===== src/rtl/dps_utim64_pkg.sv =====
// Shared definitions for the UTIM64 initiator: FSM encoding, RW encoding, timer address map.
// No logic; types and constants only.
// Imported by the initiator top and its command buffer.
package dps_utim64_pkg;

    // Initiator FSM states
    typedef enum logic [2:0] {
        ST_IDLE      = 3'd0,
        ST_REQ       = 3'd1,
        ST_RD_WAIT   = 3'd2,
        ST_IRQ_ACK   = 3'd3,
        ST_FLAG_REQ  = 3'd4,
        ST_FLAG_WAIT = 3'd5
    } state_t;

    // Request direction encoding on the UTIM64 bus
    localparam logic RW_READ  = 1'b0;
    localparam logic RW_WRITE = 1'b1;

    // Timer register address map (the initiator itself only needs the flag register)
    localparam logic [4:0] ADDR_CTRL_A = 5'h00;
    localparam logic [4:0] ADDR_CTRL_B = 5'h01;
    localparam logic [4:0] ADDR_FLAG   = 5'h1F;

    // One buffered host command
    typedef struct packed {
        logic        rw;
        logic [4:0]  addr;
        logic [31:0] data;
    } cmd_t;

    // True in the states that wait for a read response and run the timeout counter
    function automatic logic is_wait_state(input state_t s);
        return (s == ST_RD_WAIT) || (s == ST_FLAG_WAIT);
    endfunction

endpackage


===== src/rtl/dps_utim64_initiator_cmdbuf.sv =====
// One-entry host command register with registered busy flag.
// Latency: load visible (busy high, command stable) the cycle after i_load_vld.
// Backpressure: o_busy high while full; loads are ignored until i_free empties the entry.
module dps_utim64_initiator_cmdbuf
    import dps_utim64_pkg::*;
(
    input  logic i_clk,
    input  logic i_rst_n,
    input  logic i_load_vld,
    input  cmd_t i_load_dat,
    input  logic i_free,
    output logic o_busy,
    output cmd_t o_cmd_dat
);

    logic r_full;
    cmd_t r_cmd;

    // Fill on an accepted load, empty when the timer takes the request
    always_ff @(posedge i_clk or negedge i_rst_n) begin
        if (!i_rst_n) begin
            r_full <= 1'b0;
            r_cmd  <= '0;
        end else if (i_free) begin
            r_full <= 1'b0;
        end else if (i_load_vld && !r_full) begin
            r_full <= 1'b1;
            r_cmd  <= i_load_dat;
        end
    end

    assign o_busy    = r_full;
    assign o_cmd_dat = r_cmd;

endmodule


===== src/rtl/dps_utim64_initiator.sv =====
// Serialises host reads/writes onto the single-outstanding UTIM64 bus and services timer IRQs.
// Latency: buffered command reaches the bus 2 cycles after load; read data returns 1 cycle after response.
// Backpressure: oCMD_BUSY holds off the host; iUTIM_REQ_BUSY stalls requests; oINT_VALID held until iINT_ACK.
module dps_utim64_initiator
    import dps_utim64_pkg::*;
#(
    parameter logic [4:0] P_FLAG_ADDR  = ADDR_FLAG,
    parameter int         P_RD_TIMEOUT = 16
) (
    input  logic        iCLOCK,
    input  logic        inRESET,
    input  logic        iCMD_VALID,
    output logic        oCMD_BUSY,
    input  logic        iCMD_RW,
    input  logic [4:0]  iCMD_ADDR,
    input  logic [31:0] iCMD_DATA,
    output logic        oCMD_VALID,
    output logic [31:0] oCMD_DATA,
    output logic        oCMD_ERR,
    output logic        oUTIM_REQ_VALID,
    input  logic        iUTIM_REQ_BUSY,
    output logic        oUTIM_REQ_RW,
    output logic [4:0]  oUTIM_REQ_ADDR,
    output logic [31:0] oUTIM_REQ_DATA,
    input  logic        iUTIM_REQ_VALID,
    input  logic [31:0] iUTIM_REQ_DATA,
    input  logic        iUTIM_IRQ_VALID,
    output logic        oUTIM_IRQ_ACK,
    output logic        oINT_VALID,
    output logic [7:0]  oINT_FLAGS,
    input  logic        iINT_ACK
);

    localparam int TW = $clog2(P_RD_TIMEOUT + 1);

    state_t         r_state;
    state_t         w_next;
    logic [TW-1:0]  r_tmo;
    logic           r_cmd_vld;
    logic [31:0]    r_cmd_data;
    logic           r_cmd_err;
    logic           r_int_vld;
    logic [7:0]     r_int_flags;

    logic           w_busy;
    cmd_t           w_cmd;
    cmd_t           w_load_dat;
    logic           w_accept;
    logic           w_free;
    logic           w_expire;
    logic           w_resp;

    assign w_load_dat = '{rw: iCMD_RW, addr: iCMD_ADDR, data: iCMD_DATA};
    assign w_accept   = oUTIM_REQ_VALID && !iUTIM_REQ_BUSY;
    assign w_free     = (r_state == ST_REQ) && w_accept;
    // Expires on the last of P_RD_TIMEOUT cycles spent waiting; a response that same cycle wins
    assign w_expire   = (r_tmo == TW'(P_RD_TIMEOUT - 1));
    assign w_resp     = iUTIM_REQ_VALID;

    dps_utim64_initiator_cmdbuf u_cmdbuf (
        .i_clk      (iCLOCK),
        .i_rst_n    (inRESET),
        .i_load_vld (iCMD_VALID),
        .i_load_dat (w_load_dat),
        .i_free     (w_free),
        .o_busy     (w_busy),
        .o_cmd_dat  (w_cmd)
    );

    // State register
    always_ff @(posedge iCLOCK or negedge inRESET) begin
        if (!inRESET) r_state <= ST_IDLE;
        else          r_state <= w_next;
    end

    // Next-state: IRQ service wins over a buffered host command, but not while flags are undelivered
    always_comb begin
        w_next = r_state;
        case (r_state)
            ST_IDLE: begin
                if (iUTIM_IRQ_VALID && !r_int_vld) w_next = ST_IRQ_ACK;
                else if (w_busy)                   w_next = ST_REQ;
            end
            ST_REQ: begin
                if (w_accept) w_next = (w_cmd.rw == RW_WRITE) ? ST_IDLE : ST_RD_WAIT;
            end
            ST_RD_WAIT:   if (w_resp || w_expire) w_next = ST_IDLE;
            ST_IRQ_ACK:   w_next = ST_FLAG_REQ;
            ST_FLAG_REQ:  if (w_accept) w_next = ST_FLAG_WAIT;
            ST_FLAG_WAIT: if (w_resp || w_expire) w_next = ST_IDLE;
            default:      w_next = ST_IDLE;
        endcase
    end

    // Bus-facing outputs decoded from state; request fields stay stable for the whole state
    always_comb begin
        oUTIM_REQ_VALID = 1'b0;
        oUTIM_REQ_RW    = RW_READ;
        oUTIM_REQ_ADDR  = '0;
        oUTIM_REQ_DATA  = '0;
        oUTIM_IRQ_ACK   = 1'b0;
        case (r_state)
            ST_REQ: begin
                oUTIM_REQ_VALID = 1'b1;
                oUTIM_REQ_RW    = w_cmd.rw;
                oUTIM_REQ_ADDR  = w_cmd.addr;
                oUTIM_REQ_DATA  = w_cmd.data;
            end
            ST_IRQ_ACK:  oUTIM_IRQ_ACK = 1'b1;
            ST_FLAG_REQ: begin
                oUTIM_REQ_VALID = 1'b1;
                oUTIM_REQ_RW    = RW_READ;
                oUTIM_REQ_ADDR  = P_FLAG_ADDR;
            end
            default: ;
        endcase
    end

    // Timeout counter: restarts on every state change, counts only while waiting for a response
    always_ff @(posedge iCLOCK or negedge inRESET) begin
        if (!inRESET)                 r_tmo <= '0;
        else if (w_next != r_state)   r_tmo <= '0;
        else if (is_wait_state(r_state)) r_tmo <= r_tmo + TW'(1);
    end

    // Host completion strobe and interrupt-controller flag hold
    always_ff @(posedge iCLOCK or negedge inRESET) begin
        if (!inRESET) begin
            r_cmd_vld   <= 1'b0;
            r_cmd_data  <= '0;
            r_cmd_err   <= 1'b0;
            r_int_vld   <= 1'b0;
            r_int_flags <= '0;
        end else begin
            r_cmd_vld <= 1'b0;
            r_cmd_err <= 1'b0;
            if (r_state == ST_RD_WAIT) begin
                if (w_resp) begin
                    r_cmd_vld  <= 1'b1;
                    r_cmd_data <= iUTIM_REQ_DATA;
                end else if (w_expire) begin
                    r_cmd_vld  <= 1'b1;
                    r_cmd_err  <= 1'b1;
                    r_cmd_data <= 32'hFFFF_FFFF;
                end
            end
            if ((r_state == ST_FLAG_WAIT) && (w_resp || w_expire)) begin
                r_int_vld   <= 1'b1;
                r_int_flags <= w_resp ? iUTIM_REQ_DATA[7:0] : 8'h00;
            end else if (r_int_vld && iINT_ACK) begin
                r_int_vld   <= 1'b0;
            end
        end
    end

    assign oCMD_BUSY  = w_busy;
    assign oCMD_VALID = r_cmd_vld;
    assign oCMD_DATA  = r_cmd_data;
    assign oCMD_ERR   = r_cmd_err;
    assign oINT_VALID = r_int_vld;
    assign oINT_FLAGS = r_int_flags;

endmodule


===== config.mk =====
export PLATFORM = sky130hd
export DESIGN_NAME = dps_utim64_initiator
export DESIGN_NICKNAME = d
export VERILOG_FILES = /design/src/rtl/dps_utim64_pkg.sv /design/src/rtl/dps_utim64_initiator_cmdbuf.sv /design/src/rtl/dps_utim64_initiator.sv
export SDC_FILE = /design/constraint.sdc
export NUM_CORES = 1
export LEC_CHECK = 0
export BUFFER_PORTS_ARGS = -buffer_cell sky130_fd_sc_hd__buf_2
export CAP_MARGIN = 20
export CORE_AREA = 2 2 94 114
export CTS_BUF_LIST = sky130_fd_sc_hd__clkbuf_2
export DETAILED_ROUTE_END_ITERATION = 8
export DIE_AREA = 0 0 96 116
export GPL_TIMING_DRIVEN = 0
export PLACE_DENSITY = 0.78
export RECOVER_POWER = 25
export SETUP_SLACK_MARGIN = 0.2
export SYNTH_ARGS = -nofsm -noshare
export SYNTH_HDL_FRONTEND = slang
export SYNTH_SLANG_ARGS = --single-unit

===== constraint.sdc =====
create_clock -name iCLOCK -period 3.6 [get_ports iCLOCK]
set_clock_uncertainty 0.15 [all_clocks]
set_input_delay 0.18 -clock iCLOCK [delete_from_list [all_inputs] [get_ports iCLOCK]]
set_output_delay 0.18 -clock iCLOCK [all_outputs]
set_load 0.02 [all_outputs]

==> impl_results.md, run 1 <==
* Run status: finished, final reports clean
* Max Root-Sink Buffers at 2
* CTS H-tree depth at 3
* Crit. End Element: register
* Initial Utilization at 0.393
* Crit Path Class: reg -> reg
* Peak supply drop at ~0.42 mV
* Final hold vios at 0
* Clock Root Buffer: clkbuf_2
* Worst Tran Pin Value at roughly 1.1 ns
* Residual DRC count at 0
* Hold crit path type: in -> reg
* Worst-Skew Late Latency at about 0.52 ns
* Worst R2R Setup Slack at ~0.83 ns
* Fin nets at around 630
* Ranking of synthesized cells by area: dfrtp_1 58%, mux2_4 7.7%, o22a_1 7.2%
* Share of Yosys cell area claimed by the top area cell type at 0.576
* Fmax achieved at between 300 and 400 MHz
* First-pass GRT wire length at ~17000 µm
* Nature of the critical path startpoint: register
* Largest net degree at the start of global routing at 48
* Post-CTS resize count at 0
* DRT iter0 DRCs at 151
* Slowest CP cell: dlygate4sd3_1
* Switch share at 0.404
* Count of pins over their slew limit at 0
* Clock sink count at 90
* Worst Path Buf+Inv at 1
* Final Setup Violations at 0
* Pre-antenna DRT Iters at 4
* Relative slew slack at 0.240
* Worst-path fanout max at 5
* Share of total power in the clock network at 0.121
* Avg WL per Cell at 16.0 µm
* Clock transition at the registers of the reported paths at between 0.2 and 0.25 ns
* Sequential fraction of the synthesis area at 0.576
* RSZ-0062 raised after global routing: false
* ANT nets after route at 0
* Netlist cell types at 42
* Leakage at between 2 and 3 nW
* Sw Pwr at around 1.9 mW
* Top-Level Pins at roughly 160
* Inst Count DP at ~600
* Die height at between 100 and 150 µm
* Place WS at around 1.4 ns
* Flop pwr share at 0.370
* Gate power share at 0.510
* Core area at ~10000 µm²
* PwrDens at 808 nW/µm²
* CTS tree: yes
* EDFF count, synth at 0
* Dominant cell type by area after synthesis: dfrtp_1
* Share of cells above drive strength 1 at 0.429
* #FFs+latches synth at 90
* Post-Syn Instances at ~300
* DIE WIDTH at 96 µm
* Hold_ws at about 0.16 ns
* Critical Path RT at roughly 3.9 ns
* Setup_tns at 0 ns
* Final worst slack at slightly above 0.8 ns
* Post-CTS setup buffer count at 0
* # Max-Cap Violations at 0
* Hpwl dp at roughly 6900 µm
* RePlAce Congestion at just over 0.8
* DIE AREA at 11100 µm²
* Vias per cell at between 4 and 5
* Asr flop ratio synth at 1.00
* Final cell count without fillers at roughly 680
* Rows at 40
* Gr usage total at 0.201
* Syn_nets at 376
* Cell family with most CP delay: simple AND/OR/NAND/NOR gates
* Ys flop type: dfrtp_1
* Post-cts hold buffer count at 79
* Vias in the first global route at around 3.5k
* Most frequent CP cell: ha_1
* Initial antenna violation count at 0
* Layout area overhead at 48.4%
* CP arrival at just over 3 ns
* Fillers at between 700 and 800
* Via Count at about 3.4k
* Cell Chain, Critical Path: ha_1, and3_1, ha_1, nor2_1, mux2i_1, or2_2, a21oi_1, dlygate4sd3_1
* Mean Syn Cell Area at 13.2 µm²
* Count leader, synth: dfrtp_1
* I/O Buffers at 160
* Synth Cell Area at 3910 µm²
* ANT cells at 0
* Internal power at 2.79 mW
* Crit path largest cell delay at roughly 0.56 ns
* Post-Route WL at 10800 µm
* Minimum clock period at 2.77 ns
* CTS Buf Count at 9
* Final core utilization at 0.583
* Yosys warns at 0
* Grt total ovfl at 0
* Top cells by count, synth: 90 x dfrtp_1, 33 x and2_1, 32 x o22a_1
* Period utilization at 0.769
cell families (layout without fill, tap and decap cells):
| group | after synthesis | count (layout) | synth area share |
|---|---|---|---|
| fa+ha+maj | 2 | 2 | 0.00640 |
| flops | 90 | 90 | 0.576 |
| mux | 40 | 40 | 0.134 |
| simple gates | 76 | 76 | 0.116 |
| xor+xnor | 3 | 3 | 0.00672 |
| buf+inv | 23 | 279 | 0.0339 |
| compound gates | 63 | 63 | 0.127 |
layout make-up:
| cell class | instances | area [µm²] | share of cell area |
|---|---|---|---|
| inverter | 5 | 18.8 | 0.00323 |
| tap | 126 | 158 | 0.0272 |
| clock inverter | 6 | 80.1 | 0.0138 |
| timing repair buffer | 240 | 1610 | 0.277 |
| buffer | 18 | 114 | 0.0196 |
| multi-input combinational | 184 | 1530 | 0.263 |
| sequential | 90 | 2250 | 0.388 |
| clock buffer | 10 | 50.0 | 0.00862 |
per-stage QoR:
step | total power, mW | instance area [µm²]
final | 4.69 | 5800
after global routing | 4.97 | 5800
after CTS | 4.68 | 5830
after detailed placement | 4.04 | 4900
after global placement | 3.96 | 4870
after floorplan | 3.29 | 3910
cells in the final DEF (no fill, tap or decap), types with 3 or more instances in the layout:
master	count
buf_2	166
mux2_4	20
a21oi_1	12
mux2_2	19
buf_4	4
and2_1	33
inv_1	4
buf_6	3
clkbuf_2	11
clkbuf_1	5
nand2_1	8
dlygate4sd3_1	78
o22a_1	32
o21ai_0	4
nor2_1	14
or2_2	3
clkinv_1	4
a22o_1	8
dfrtp_1	90
path summary, 6_finish.rpt:
check                                  startpoint                     end  cells past startpoint
setup / recovery                         r_tmo[0]              r_state[1]                      8
hold / removal                    iUTIM_IRQ_VALID              r_state[0]                      4
setup reg to reg                         r_tmo[0]              r_state[1]                      8
hold reg to reg            u_cmdbuf.o_cmd_dat[28]  u_cmdbuf.o_cmd_dat[28]                      1
max in group asynchronous                 inRESET            oCMD_DATA[2]                      4
min in group asynchronous                 inRESET  u_cmdbuf.o_cmd_dat[29]                      3
worst reg2reg max path, delay by kind of cell (launching register included):
kind,cells,cell delay [ns]
AND/OR/NAND/NOR,3,0.87
buffers and inverters,1,0.56
flip-flops,1,0.46
adder cells (fa/ha/maj),2,0.43
multiplexers,1,0.14
AO/OA/AOI/OAI,1,0.14
power groups by stage:
stage / combinational (mW) / sequential (mW) / clock (mW)
2_1_floorplan: 1.32 / 1.98 / 0
3_3_place_gp: 2.24 / 1.72 / 0
3_5_place_dp: 2.29 / 1.74 / 0
4_1_cts: 2.38 / 1.72 / 0.579
5_1_grt: 2.55 / 1.79 / 0.630
6_report: 2.39 / 1.73 / 0.567
state kept, by name, summed over array words and instances, names as in the netlist:
register,count
u_cmdbuf.o_cmd_dat,38
oCMD_DATA,32
oINT_FLAGS,8
r_tmo,5
r_state,3
oCMD_ERR,1
oCMD_VALID,1
oINT_VALID,1
u_cmdbuf.o_busy,1
metal layers:
metal  wire (µm)  vias to the layer above  track usage
li1            -                     1558            -
met1        4280                     1661        0.227
met2        5770                      130        0.363
met3         589                       18       0.0520
met4         195                        0       0.0667
met5           0                        -            0
No activity file was read; power rests on OpenSTA's default activity.
==> inputs of run 2 (changes only) <==
--- a/config.mk
+++ b/config.mk
@@ -5,14 +5,15 @@
 export SDC_FILE = /design/constraint.sdc
 export NUM_CORES = 1
 export LEC_CHECK = 0
+export ABC_AREA = 1
 export BUFFER_PORTS_ARGS = -buffer_cell sky130_fd_sc_hd__buf_2
 export CAP_MARGIN = 20
-export CORE_AREA = 2 2 94 114
+export CORE_AREA = 2 2 95 116
 export CTS_BUF_LIST = sky130_fd_sc_hd__clkbuf_2
 export DETAILED_ROUTE_END_ITERATION = 8
-export DIE_AREA = 0 0 96 116
+export DIE_AREA = 0 0 97 118
 export GPL_TIMING_DRIVEN = 0
-export PLACE_DENSITY = 0.78
+export PLACE_DENSITY = 0.8
 export RECOVER_POWER = 25
 export SETUP_SLACK_MARGIN = 0.2
 export SYNTH_ARGS = -nofsm -noshare
==> constraint.sdc (replaced) <==
create_clock -name iCLOCK -period 2.4 [get_ports iCLOCK]
set_clock_uncertainty 0.15 [all_clocks]
set_input_delay 0.12 -clock iCLOCK [delete_from_list [all_inputs] [get_ports iCLOCK]]
set_output_delay 0.12 -clock iCLOCK [all_outputs]
set_load 0.02 [all_outputs]
==> impl_results.md, run 2 <==
* Fillers at 823
* Largest net degree at the start of global routing at 68
* Worst-path fanout max at 10
* #FFs+latches synth at 90
* Count leader, synth: nor2_1
* Relative slew slack at 0.268
* Vias per cell at around 5
* Share of Yosys cell area claimed by the top area cell type at 0.557
* Reg area at 2250 µm²
* Pre-antenna DRT Iters at 4
* Gr usage total at 0.217
* CP arrival at ~1.9 ns
* Post-route cell area at around 6000 µm²
* PwrDens at around 1200 nW/µm²
* # Max-Cap Violations at 0
* Area post-placement at roughly 5000 µm²
* Commonest non-fill, non-tap cell in the layout: buf_2
* RSZ-0062 raised after global routing: true
* Yosys warns at 0
* CTS H-tree depth at 3
* Fin nets at approximately 810
* Initial Utilization at 0.392
* Final Setup Violations at 0
* ANT cells at 0
* Met1 GRT Util at 0.252
* Hold endpoint: oINT_VALID
* Ranking of synthesized cells by area: dfrtp_1 56%, nor2_1 13%, a21oi_2 7.1%
* Worst-Skew Late Latency at 0.57 ns
* Peak supply drop at around 0.73 mV
* ANT nets after route at 0
* Leakage at roughly 3.1 nW
* CTS Buf Count at 9
* Count of pins over their slew limit at 0
* CTS tree: yes
* Core area at slightly above 10000 µm²
* First-pass GRT wire length at 20200 µm
* Clock Root Buffer: clkbuf_2
* Multi-input gate area at about 1500 µm²
* Final hold vios at 0
* Fmax achieved at between 400 and 500 MHz
* Hold Path Stages at 3
* Post-Route WL at 12500 µm
* EDFF count, synth at 0
* Top-Level Pins at approximately 160
* Syn_nets at 545
* Hold Crit Start: iINT_ACK
* Die height at about 120 µm
* Nature of the critical path startpoint: register
* Netlist cell types at 28
* Hpwl dp at just under 8000 µm
* I/O Buffers at between 150 and 200
* R2r endpoint: r_tmo[1]
* Ys flop type: dfrtp_1
* Max Root-Sink Buffers at 2
* Sequential fraction of the synthesis area at 0.557
* Top cells by count, synth: 139 x nor2_1, 90 x dfrtp_1, 52 x inv_1
* DIE WIDTH at 97 µm
* Most crowded layer after global routing: met2
* Dominant cell type by area after synthesis: dfrtp_1
* Mean Syn Cell Area at between 8 and 9 µm²
* Asr flop ratio synth at 1.00
* Run status: finished, final reports clean
* Vias in the first global route at 4301
* Worst R2R Setup Slack at roughly 0.31 ns
* Share of cells above drive strength 1 at 0.327
* Crit Path Class: reg -> out
* RR Startpoint: r_tmo[0]
* Max FFs per register at 38
* Period utilization at 0.892
* Clock sink count at 90
* Setup_tns at 0 ns
* Initial antenna violation count at 0
* Critical Path RT at about 2.1 ns
* Crit. End Element: output pin
* DRT iter0 DRCs at between 150 and 200
* Synth Cell Area at between 4000 and 5000 µm²
* Minimum clock period at 2.14 ns
* Met3 GRT Util at 0.0499
* Layout area overhead at 49.7%
* DIE AREA at between 10000 and 15000 µm²
* Clock transition at the registers of the reported paths at between 0.2 and 0.3 ns
* Most frequent cells in the layout: 151 x buf_2, 138 x nor2_1, 88 x dfrtp_1, 86 x dlygate4sd3_1, 52 x inv_1
* Avg WL per Cell at about 15 µm
* Worst Tran Pin Value at 1.10 ns
* Rows at a little over 40
* Residual DRC count at 0
* M2 GR Usage at 0.379
* Via Count at 4178
* Reg2reg path depth at 9
* Post-Syn Instances at roughly 470
* Grt total ovfl at 0
* Hold crit path type: in -> reg
* RePlAce Congestion at 0.825
==> run 2: cell count changes after synthesis, sizes merged, moves of 33 or more <==
cell	delta
inv	+51
and2	-33
nand2	+38
mux2	-39
nor2	+128
==> run 2: layout make-up <==
type | count | area share
Sequential cell | 90 | 0.372
Timing Repair Buffer | 249 | 0.283
Multi-Input combinational cell | 297 | 0.242
Inverter | 55 | 0.0341
Tap cell | 129 | 0.0267
Buffer | 24 | 0.0252
Clock inverter | 7 | 0.00971
Clock buffer | 9 | 0.00744
==> run 2: report_power, final <==
part           switching, mW  internal, mW  leakage (nW)  total [mW]
Sequential             0.317          2.17          1.03        2.49
Combinational           2.61          1.39          2.04        4.00
Clock                  0.559         0.156        0.0652       0.715
==> run 2: worst max-delay path by stage <==
stage	endpoint	slack [ns]	depth (start not counted)	start
2_1_floorplan	r_tmo[0]	0.47	9	r_tmo[0]
3_3_place_gp	u_cmdbuf.o_cmd_dat[32]	0.28	1	inRESET
3_5_place_dp	r_tmo[1]	0.22	9	r_tmo[0]
4_1_cts	oUTIM_REQ_DATA[27]	0.21	5	r_state[2]
5_1_grt	oUTIM_REQ_DATA[5]	0.11	5	r_state[2]
6_report	oUTIM_REQ_DATA[27]	0.26	5	r_state[1]
==> run 2: timing repair <==
item / CTS / global route
setup endpoints to repair: 35 / 41
endpoints found under the hold margin: 178 / 0
buffers inserted: 0 / 2
pin swaps: 0 / 0
resized for setup: 8 / 22
hold buffers: 86 / 0
==> run 2: critical path, cell delays in order (launching register included) <==
cell	delay (ns)
dfrtp_2	0.51
inv_2	0.12
nand3_4	0.13
buf_4	0.20
nor2_1	0.16
buf_4	0.18
==> run 2: logic make-up after synthesis <==
logic type | after synthesis | share of synthesized area
and+or+nand+nor | 240 | 0.250
DFF | 90 | 0.557
buffers and inverters | 79 | 0.0844
xor gates and xnor gates | 3 | 0.00649
adders and majority gates | 2 | 0.00618
AOI/OAI and AO/OA | 52 | 0.0968
==> run 2: stage by stage <==
stage          cells  total power [mW]  utilization  setup WS (ns)  hold WS [ns]
4_1_cts          857              7.00        0.583          0.206        0.0818
2_1_floorplan    466              4.91            -          0.469        -0.326
6_report         860              7.21        0.587          0.260         0.126
5_1_grt          860              7.71        0.587          0.113        0.0889
3_5_place_dp     755              6.14        0.488          0.220       -0.0993
3_3_place_gp     754              6.01        0.485          0.275         0.194
==> run 2: routing by layer <==
metal,up-vias,part of all wire,wire length [µm]
met1,1942,0.39,4900
met2,232,0.50,6240
met3,38,0.079,989
met4,0,0.031,390
met5,-,0,0
li1,1966,-,-
==> inputs of run 3 (changes only) <==
--- a/config.mk
+++ b/config.mk
@@ -6,14 +6,14 @@
 export NUM_CORES = 1
 export LEC_CHECK = 0
 export ABC_AREA = 1
-export BUFFER_PORTS_ARGS = -buffer_cell sky130_fd_sc_hd__buf_2
 export CAP_MARGIN = 20
 export CORE_AREA = 2 2 95 116
 export CTS_BUF_LIST = sky130_fd_sc_hd__clkbuf_2
 export DETAILED_ROUTE_END_ITERATION = 8
 export DIE_AREA = 0 0 97 118
+export DONT_BUFFER_PORTS = 1
 export GPL_TIMING_DRIVEN = 0
-export PLACE_DENSITY = 0.8
+export PLACE_DENSITY = 0.66
 export RECOVER_POWER = 25
 export SETUP_SLACK_MARGIN = 0.2
 export SYNTH_ARGS = -nofsm -noshare
==> impl_results.md, run 3 (synthesis results as in run 2) <==
* Run status: finished, final reports clean
* Hold endpoint: u_cmdbuf.o_cmd_dat[34]
* RR Startpoint: r_state[1]
* Core area at 10300 µm²
* Minimum clock period at 2.14 ns
* Fmax achieved at between 400 and 500 MHz
* Crit. End Element: output pin
* Worst-Skew Late Latency at about 0.54 ns
* DRT iter0 DRCs at roughly 150
* Cell family with most CP delay: flip-flops
* I/O Buffers at 0
* Cell Chain, Critical Path: inv_2, nand3_4, buf_4, nor2_2
* Flop pwr share at 0.431
* Vias per cell at slightly above 5
* Hold crit path type: in -> reg
* Die height at 118 µm
* PwrDens at 1280 nW/µm²
* R2r endpoint: u_cmdbuf.o_cmd_dat[18]
* ANT nets after route at 0
* Worst-path fanout max at 10
* Crit path largest cell delay at 0.51 ns
* DIE WIDTH at roughly 97 µm
* Clock Root Buffer: clkbuf_2
* CTS H-tree depth at 3
* Pre-antenna DRT Iters at 4
* Relative slew slack at 0.185
* Internal power at about 3.4 mW
* Worst R2R Setup Slack at ~0.33 ns
* Hold Path Stages at 3
* Gr usage total at 0.193
* Largest net degree at the start of global routing at just over 90
* Gate power share at 0.446
* Period utilization at 0.891
* Leakage at 2.49 nW
* Count of pins over their slew limit at 0
* Vias in the first global route at about 3.7k
* Post-Route WL at 11700 µm
* ANT cells at 0
* Nature of the critical path startpoint: register
* Most frequent cells in the layout: 110 x nor2_1, 88 x dfrtp_1, 84 x dlygate4sd3_1, 52 x inv_1, 41 x nand2_1
* Critical Path RT at about 2.1 ns
* Slowest CP cell: dfrtp_2
* Avg WL per Cell at ~17 µm
* Clock sink count at 90
* Post-CTS setup buffer count at 0
* Hpwl dp at 6900 µm
* Max FFs per register at 38
* Via Count at 3560
* Final Setup Violations at 0
* Grt total ovfl at 0
* Final core utilization at 0.528
* Hold Crit Start: iCMD_ADDR[2]
* Share of cells above drive strength 1 at 0.194
* CP arrival at around 1.9 ns
* Peak supply drop at just under 0.9 mV
* RePlAce Congestion at between 0.7 and 0.8
* Sw Pwr at 3.54 mW
* Initial antenna violation count at 0
* Residual DRC count at 0
* Layout area overhead at 34.5%
* Rows at 41
* # Max-Cap Violations at 0
* Fin nets at roughly 640
* Max Root-Sink Buffers at 2
* Clock transition at the registers of the reported paths at ~0.25 ns
* Setup_tns at 0 ns
* Switch share at 0.508
* Worst setup path start: r_state[1]
* DIE AREA at approximately 11000 µm²
* Worst Path Buf+Inv at 2
* Crit Path Class: reg -> out
* Final hold vios at 0
* CTS tree: yes
* CTS Buf Count at 9
* RSZ-0062 raised after global routing: true
* Top-Level Pins at 161
* Worst Tran Pin Value at around 1.2 ns
* First-pass GRT wire length at 18000 µm
* Commonest non-fill, non-tap cell in the layout: nor2_1
* Reg2reg path depth at 8
* Share of total power in the clock network at 0.123
* Initial Utilization at 0.392
## run 3: power groups by stage
stage,registers [mW],logic [mW],clock network [mW]
final,3.01,3.11,0.855
after detailed placement,3.02,2.39,0
after floorplan,2.90,2.01,0
after CTS,2.98,2.60,0.874
after global routing,3.07,3.39,0.943
after global placement,3.00,2.32,0
## run 3: per-stage QoR
step	setup WS (ns)	power (mW)	instance area [µm²]	instances	hold slack, ns
5_1_grt	0.129	7.40	5440	695	0.0227
2_1_floorplan	0.469	4.91	4050	466	-0.326
6_report	0.262	6.97	5440	695	0.0842
3_3_place_gp	0.248	5.31	4210	595	-0.324
3_5_place_dp	0.205	5.41	4210	595	-0.324
4_1_cts	0.116	6.46	5230	695	0.0324
## run 3: layout make-up
type                    count  area [µm²]
clock inverters             5        80.1
clock buffers              10        50.0
plain buffers              24         154
fillers                   869        4870
inverters                  55         206
repair buffers             85         848
well taps                 129         161
flip-flops and latches     90        2250
multi-input cells         297        1690
## run 3: worst max-delay path by stage
stage,cells past startpoint,to,slack (ns)
final,4,oUTIM_REQ_DATA[19],0.26
after global routing,4,oUTIM_REQ_VALID,0.13
after CTS,4,oUTIM_REQ_DATA[8],0.12
after detailed placement,9,r_tmo[0],0.21
after global placement,9,r_tmo[0],0.25
after floorplan,9,r_tmo[0],0.47
## run 3: timing repair
action | in CTS | in global routing
hold buffers | 85 | 0
endpoints found under the setup margin | 36 | 40
endpoints found under the hold margin | 178 | 0
gates resized for setup | 11 | 71
cloned | 0 | 0
## run 3: worst reg2reg max path, delay by kind of cell (launching register included)
family                 cells  cell delay [ns]
buffers and inverters      3             0.72
DFF                        1             0.51
and+or+nand+nor            4             0.51
AOI/OAI and AO/OA          1             0.14
## run 3: layer usage
| metal | track usage | vias up | wire length (µm) |
|---|---|---|---|
| li1 | - | 1636 | - |
| met1 | 0.230 | 1713 | 4600 |
| met2 | 0.339 | 189 | 5910 |
| met3 | 0.0546 | 22 | 964 |
| met4 | 0.0572 | 0 | 261 |
| met5 | 0 | - | 0 |
